--- src/rtl/esc_pkg.sv ---
// esc_pkg: shared types and channel indices for the quad ESC driver.
package esc_pkg;

    typedef logic [10:0] spd_t;

    typedef enum logic [1:0] {
        ARMING,
        RUN,
        FAILSAFE
    } esc_state_t;

    localparam int NUM_CH = 4;
    localparam int FRNT   = 0;
    localparam int BCK    = 1;
    localparam int LFT    = 2;
    localparam int RGHT   = 3;

endpackage

--- src/rtl/esc_pwm_ch.sv ---
// esc_pwm_ch: one ESC channel -- active speed register, pulse width
// and registered period comparator.
module esc_pwm_ch
    import esc_pkg::*;
#(
    parameter int PERIOD_W  = 20,
    parameter int BASE_CLKS = 50000,
    parameter int SCALE     = 24
) (
    input  logic                clk,
    input  logic                rst_n,
    input  logic [PERIOD_W-1:0] cnt,
    input  logic                boundary,
    input  logic                load,
    input  logic                zero,
    input  logic [10:0]         new_spd,
    output logic                pwm
);

    spd_t                active_q;
    spd_t                active_d;
    logic                pwm_q;
    logic                pwm_d;
    logic [PERIOD_W-1:0] pulse;

    // Active speed only moves at a period boundary, so a pulse in
    // flight always finishes with the width it started with.
    always_comb begin
        active_d = active_q;
        if (boundary) begin
            if (zero) begin
                active_d = '0;
            end else if (load) begin
                active_d = new_spd;
            end
        end
        pulse = PERIOD_W'(BASE_CLKS)
              + PERIOD_W'(SCALE) * PERIOD_W'(active_q);
        pwm_d = (cnt < pulse);
    end

    always_ff @(posedge clk or negedge rst_n) begin
        if (!rst_n) begin
            active_q <= '0;
            pwm_q    <= 1'b0;
        end else begin
            active_q <= active_d;
            pwm_q    <= pwm_d;
        end
    end

    assign pwm = pwm_q;

endmodule

--- src/rtl/esc_quad_drv.sv ---
// esc_quad_drv: four-channel ESC PWM driver with power-up arming
// and a command watchdog that falls back to minimum throttle.
module esc_quad_drv
    import esc_pkg::*;
#(
    parameter int PERIOD_W     = 20,
    parameter int BASE_CLKS    = 50000,
    parameter int SCALE        = 24,
    parameter int ARM_PERIODS  = 8,
    parameter int WDOG_PERIODS = 4
) (
    input  logic        clk,
    input  logic        rst_n,
    input  logic        wrt,
    input  logic [10:0] frnt_spd,
    input  logic [10:0] bck_spd,
    input  logic [10:0] lft_spd,
    input  logic [10:0] rght_spd,
    output logic        pwm_frnt,
    output logic        pwm_bck,
    output logic        pwm_lft,
    output logic        pwm_rght,
    output logic        armed,
    output logic        wdog_trip
);

    localparam int ARM_W  = $clog2(ARM_PERIODS + 1);
    localparam int WDOG_W = $clog2(WDOG_PERIODS + 1);

    localparam logic [PERIOD_W-1:0] CNT_MAX   = '1;
    localparam logic [ARM_W-1:0]    ARM_LAST  = ARM_W'(ARM_PERIODS - 1);
    localparam logic [WDOG_W-1:0]   WDOG_LAST = WDOG_W'(WDOG_PERIODS - 1);

    if (BASE_CLKS + SCALE * 2047 >= (1 << PERIOD_W)) begin : g_bad_cfg
        $error("esc_quad_drv: maximum pulse does not fit in the period");
    end

    esc_state_t             state_q;
    esc_state_t             state_d;
    logic [PERIOD_W-1:0]    cnt_q;
    logic [PERIOD_W-1:0]    cnt_d;
    spd_t [NUM_CH-1:0]      shadow_q;
    spd_t [NUM_CH-1:0]      shadow_d;
    logic                   fresh_q;
    logic                   fresh_d;
    logic [ARM_W-1:0]       arm_cnt_q;
    logic [ARM_W-1:0]       arm_cnt_d;
    logic [WDOG_W-1:0]      wdog_cnt_q;
    logic [WDOG_W-1:0]      wdog_cnt_d;
    logic                   armed_q;
    logic                   armed_d;
    logic                   wdog_trip_q;
    logic                   wdog_trip_d;

    logic                   boundary;
    logic                   cmd;
    logic                   load;
    logic                   zero;
    spd_t [NUM_CH-1:0]      port_spd;
    spd_t [NUM_CH-1:0]      new_spd;
    logic [NUM_CH-1:0]      pwm_v;

    always_comb begin
        port_spd[FRNT] = frnt_spd;
        port_spd[BCK]  = bck_spd;
        port_spd[LFT]  = lft_spd;
        port_spd[RGHT] = rght_spd;
    end

    // A write landing on the boundary cycle bypasses the shadow so
    // it takes effect in the very next period.
    always_comb begin
        boundary = (cnt_q == CNT_MAX);
        cmd      = fresh_q | wrt;
        new_spd  = wrt ? port_spd : shadow_q;
        cnt_d    = cnt_q + 1'b1;
        shadow_d = wrt ? port_spd : shadow_q;

        fresh_d = fresh_q;
        if (wrt) begin
            fresh_d = 1'b1;
        end else if (boundary) begin
            fresh_d = 1'b0;
        end
    end

    always_comb begin
        state_d     = state_q;
        arm_cnt_d   = arm_cnt_q;
        wdog_cnt_d  = wdog_cnt_q;
        armed_d     = armed_q;
        wdog_trip_d = wdog_trip_q;
        load        = 1'b0;
        zero        = 1'b0;

        if (boundary) begin
            unique case (state_q)
                ARMING: begin
                    zero      = 1'b1;
                    arm_cnt_d = arm_cnt_q + 1'b1;
                    if (arm_cnt_q == ARM_LAST) begin
                        state_d    = RUN;
                        armed_d    = 1'b1;
                        wdog_cnt_d = '0;
                    end
                end
                RUN: begin
                    if (cmd) begin
                        load       = 1'b1;
                        wdog_cnt_d = '0;
                    end else begin
                        wdog_cnt_d = wdog_cnt_q + 1'b1;
                        if (wdog_cnt_q == WDOG_LAST) begin
                            state_d     = FAILSAFE;
                            zero        = 1'b1;
                            wdog_trip_d = 1'b1;
                        end
                    end
                end
                FAILSAFE: begin
                    if (cmd) begin
                        load        = 1'b1;
                        wdog_trip_d = 1'b0;
                        wdog_cnt_d  = '0;
                        state_d     = RUN;
                    end else begin
                        zero = 1'b1;
                    end
                end
                default: begin
                    state_d = ARMING;
                end
            endcase
        end
    end

    always_ff @(posedge clk or negedge rst_n) begin
        if (!rst_n) begin
            state_q     <= ARMING;
            cnt_q       <= '0;
            shadow_q    <= '0;
            fresh_q     <= 1'b0;
            arm_cnt_q   <= '0;
            wdog_cnt_q  <= '0;
            armed_q     <= 1'b0;
            wdog_trip_q <= 1'b0;
        end else begin
            state_q     <= state_d;
            cnt_q       <= cnt_d;
            shadow_q    <= shadow_d;
            fresh_q     <= fresh_d;
            arm_cnt_q   <= arm_cnt_d;
            wdog_cnt_q  <= wdog_cnt_d;
            armed_q     <= armed_d;
            wdog_trip_q <= wdog_trip_d;
        end
    end

    for (genvar i = 0; i < NUM_CH; i++) begin : g_ch
        esc_pwm_ch #(
            .PERIOD_W  (PERIOD_W),
            .BASE_CLKS (BASE_CLKS),
            .SCALE     (SCALE)
        ) u_ch (
            .clk      (clk),
            .rst_n    (rst_n),
            .cnt      (cnt_q),
            .boundary (boundary),
            .load     (load),
            .zero     (zero),
            .new_spd  (new_spd[i]),
            .pwm      (pwm_v[i])
        );
    end

    assign pwm_frnt  = pwm_v[FRNT];
    assign pwm_bck   = pwm_v[BCK];
    assign pwm_lft   = pwm_v[LFT];
    assign pwm_rght  = pwm_v[RGHT];
    assign armed     = armed_q;
    assign wdog_trip = wdog_trip_q;

endmodule

--- config.mk ---
export PLATFORM = sky130hd
export DESIGN_NAME = esc_quad_drv
export DESIGN_NICKNAME = d
export VERILOG_FILES = /design/src/rtl/esc_pkg.sv /design/src/rtl/esc_pwm_ch.sv /design/src/rtl/esc_quad_drv.sv
export SDC_FILE = /design/constraint.sdc
export NUM_CORES = 1
export LEC_CHECK = 0
export ABC_AREA = 0
export CAP_MARGIN = 20
export CELL_PAD_IN_SITES_DETAIL_PLACEMENT = 1
export CELL_PAD_IN_SITES_GLOBAL_PLACEMENT = 2
export CORE_MARGIN = 10
export CORE_UTILIZATION = 35
export DETAILED_ROUTE_END_ITERATION = 8
export DONT_BUFFER_PORTS = 1
export GPL_TIMING_DRIVEN = 0
export PLACE_DENSITY = 0.66
export SLEW_MARGIN = 20
export SYNTH_ARGS = -nofsm -noshare
export SYNTH_HDL_FRONTEND = slang
export SYNTH_SLANG_ARGS = --single-unit
--- constraint.sdc ---
create_clock -name clk -period 4.2 [get_ports clk]
set_input_delay 0.63 -clock clk [delete_from_list [all_inputs] [get_ports clk]]
set_output_delay 0.63 -clock clk [all_outputs]
set_load 0.005 [all_outputs]
==> qor.yml <==
timing:
  fin_crit_ps: 3930
  drv_slew: 0
  fin_tns_setup_ps: 0
  holdWs_ps: 133
  hold_viol: 0
  relSlewSlack_pct: 36.4
  rsz0062_at_grt: "no"
  clock_skew_ps: 13.8
  period_share_pct: 93.6
  tightestPinTransition_ps: 948
  fmax_mhz: 254
  setup_viol: 0
flow_run:
  max_cap_viol_count: 0
cells_and_area:
  area_growth_pct: 11.0
  postLayoutCoreUtil_pct: 39.7
  layout_commonest_cell: "dfrtp_1"
  mostFrequentLayoutCells: "dfrtp_1, ha_1, nor2_1, xnor2_1, mux2_2"
  drive_above_1_share_pct: 12.6
  final_nets: 1053
  multi_input_area_um2: 5680
  post-route-cell-area_um2: 10100
  diodes: 0
  nFillCells: 2747
  seq_area_um2: 3100
logic_synthesis:
  syn_nets: 1033
  synth.distinct_cells: 77
  synth-edff-count: 0
  synth_area_um2: 9070
  netlist_instances: 873
  synthArstFlopShare_pct: 100
  ys.flop_type: "dfrtp_1"
  synth_seq_cells: 124
  yosysWarnings: 0
  synth-seq-area-share_pct: 34.2
  avgSynthCellArea_um2: 10.4
floorplanning:
  die_x_um: 181
  die-area_um2: 32700
  core_area_um2: 25300
  initial_utilization_pct: 35.8
  die_h_um: 181
  fp-row-count: 58
  ios: 53
power_and_ir_drop:
  p_seq_share_pct: 45.2
  p_per_area_nw_per_um2: 274
  p_int_w: 0.00212
  comb_power_share_pct: 3.7
  p_sw_share_pct: 23.2
  p_sw_w: 0.000640
  p_total_w: 0.00276
  p_leak_nw: 4.63
  ir_worst_vdd_v: 0.000191
  clkPwrFrac_pct: 51.1
worst_setup_path:
  crit_slowest_cell: "dfrtp_1"
  critPathLaunchType: "flop"
  critical_path_buf_inv_count: 0
  r2r_slack_ps: 270
  critPathMaxStageDelay_ps: 440
  crit_family: "compound AO/OA/AOI/OAI gates"
  r2r_end: "g_ch[3].u_ch.pwm$_DFF_PN0_"
  reg2reg_depth: 14
  worstSetupEndpointType: "flop"
  worstPathArrival_ps: 4230
  cp_common_cell: "a21oi_1"
  timing.rr.start: "g_ch[3].u_ch.active_q[0]$_DFFE_PN0P_"
  critical_path_class: "reg -> reg"
  required_ps: 4500
  crit_chain: "ha_1 -> fa_1 -> a21oi_1 -> o21ai_1 -> a21oi_1 -> nand4_1 -> a311oi_2 -> xnor2_1 -> ha_1 -> a21o_1 -> a21o_1 -> a21oi_1 -> o31ai_1 -> a211oi_1"
  path_max_fanout: 4
global_route:
  grt-ovfl-total: 0
  antenna_found_initial: 0
  grt_use_total_pct: 14.2
  grt_pass1_vias: 7466
  grt_pass1_wl_mm: 38.6
  grt_max_degree: 125
clocking:
  clock_sinks: 124
  h-tree-depth: 4
  clk_pin_slew_worst_paths_ps: 60
  insertion_delay_ps: 430
  cts_tree: "yes"
  clockBufferDepth: 2
  numCtsBuffers: 17
  cts_root_buf: "clkbuf_16"
routing:
  vias: 6679
  ant_nets: 0
  drc: 0
  routed_wl_mm: 22.4
  drt_iter0_drc: 249
  routedWlPerCell_um: 18.2
  vias_per_cell: 5.41
  firstDrtPassIters: 4
run_status:
  status: "finished, final reports clean"
place:
  io_buffers: 0
  hpwlAfterDp_mm: 16.6
  placed_area_um2: 9480
  place.gp.congestion: 0.802
min_path:
  min_path_type: "in -> async"
==> per-stage QoR <==
stage          cells  setup slack (ps)
2_1_floorplan    873               880
3_3_place_gp    1203               369
3_5_place_dp    1203               285
4_1_cts         1235               273
5_1_grt         1235              15.8
6_report        1235               269
==> area by class of cell <==
| type | instances | share of cell area (%) |
|---|---|---|
| multi-input cells | 693 | 56.4 |
| flip-flops and latches | 124 | 30.8 |
| repair buffers | 1 | 0.273 |
| clock buffers | 20 | 4.54 |
| inverters | 34 | 1.27 |
| clock inverters | 11 | 0.957 |
| well taps | 330 | 4.10 |
| plain buffers | 22 | 1.63 |
==> flip-flops by register name, summed over array words and instances (netlist names) <==
signal	cells
g_ch.u_ch.active_q	44
shadow_q	44
cnt_q	20
arm_cnt_q	4
g_ch.u_ch.pwm	4
wdog_cnt_q	3
state_q	2
armed	1
fresh_q	1
wdog_trip	1
==> cells in the mapped netlist, types with 4 or more instances <==
| master | n | area share [%] |
|---|---|---|
| nor4_1 | 4 | 0.28 |
| nor2_1 | 72 | 3.0 |
| a21o_1 | 31 | 2.6 |
| nand4_1 | 10 | 0.69 |
| xnor2_1 | 60 | 5.8 |
| or4_1 | 4 | 0.33 |
| ha_1 | 109 | 15 |
| and2_1 | 4 | 0.28 |
| a31oi_1 | 5 | 0.34 |
| nand3_1 | 19 | 1.0 |
| o21a_1 | 11 | 0.91 |
| nor3_1 | 11 | 0.61 |
| o311ai_1 | 4 | 0.39 |
| nor2b_1 | 6 | 0.41 |
| mux2_2 | 48 | 6.0 |
| buf_2 | 5 | 0.28 |
| mux2i_1 | 45 | 5.0 |
| dfrtp_1 | 124 | 34 |
| o2111ai_1 | 6 | 0.58 |
| o211ai_1 | 4 | 0.33 |
| nand2_1 | 32 | 1.3 |
| a211oi_1 | 18 | 1.5 |
| fa_1 | 4 | 0.88 |
| xor2_1 | 25 | 2.4 |
| o31ai_1 | 10 | 0.83 |
| buf_12 | 4 | 0.88 |
| and3_1 | 9 | 0.62 |
| o21bai_1 | 6 | 0.50 |
| nand2b_1 | 12 | 0.83 |
| o21ai_0 | 19 | 1.0 |
| a21oi_1 | 35 | 1.9 |
| nand3b_1 | 4 | 0.33 |
| clkbuf_1 | 9 | 0.37 |
| a211o_1 | 7 | 0.68 |
| nor3b_1 | 5 | 0.41 |
| inv_1 | 34 | 1.4 |
==> timing repair <==
item	CTS	global route
setup buffers	0	0
resized for setup	0	1
endpoints found under the hold margin	124	0
endpoints found under the setup margin	0	1
hold buffers	1	0
==> power by group through the flow <==
| stage | clock [W] | sequential (W) | combinational, W |
|---|---|---|---|
| after floorplan | 0 | 0.00126 | 0.0000614 |
| after global placement | 0 | 0.00127 | 0.0000740 |
| after detailed placement | 0 | 0.00127 | 0.0000774 |
| after CTS | 0.00145 | 0.00125 | 0.000106 |
| after global routing | 0.00151 | 0.00125 | 0.000114 |
| final | 0.00141 | 0.00125 | 0.000101 |
==> kinds of logic after synthesis <==
group | after synthesis | share of synthesized area (%)
adders and majority gates | 113 | 15.9
DFF | 124 | 34.2
muxes | 93 | 10.9
xor gates and xnor gates | 85 | 8.21
AOI/OAI and AO/OA | 188 | 15.2
buffers and inverters | 56 | 3.20
and+or+nand+nor | 214 | 12.3
==> how the worst max path moves through the flow <==
stage,startpoint,end,slack (ps),cells past startpoint
3_5_place_dp,g_ch[3].u_ch.active_q[0]$_DFFE_PN0P_,g_ch[3].u_ch.pwm$_DFF_PN0_,280,14
4_1_cts,g_ch[2].u_ch.active_q[1]$_DFFE_PN0P_,g_ch[2].u_ch.pwm$_DFF_PN0_,270,15
3_3_place_gp,g_ch[2].u_ch.active_q[1]$_DFFE_PN0P_,g_ch[2].u_ch.pwm$_DFF_PN0_,370,15
2_1_floorplan,g_ch[2].u_ch.active_q[1]$_DFFE_PN0P_,g_ch[2].u_ch.pwm$_DFF_PN0_,880,15
6_report,g_ch[3].u_ch.active_q[0]$_DFFE_PN0P_,g_ch[3].u_ch.pwm$_DFF_PN0_,270,14
5_1_grt,g_ch[3].u_ch.active_q[0]$_DFFE_PN0P_,g_ch[3].u_ch.pwm$_DFF_PN0_,20,14
==> per-layer routing <==
layer	wire length, µm	global-route usage [%]
met4	281	4.30
met2	11200	25.0
met3	461	2.30
met5	0	0
met1	10500	17.2
Note: power is estimated with default switching activity, not from simulation.
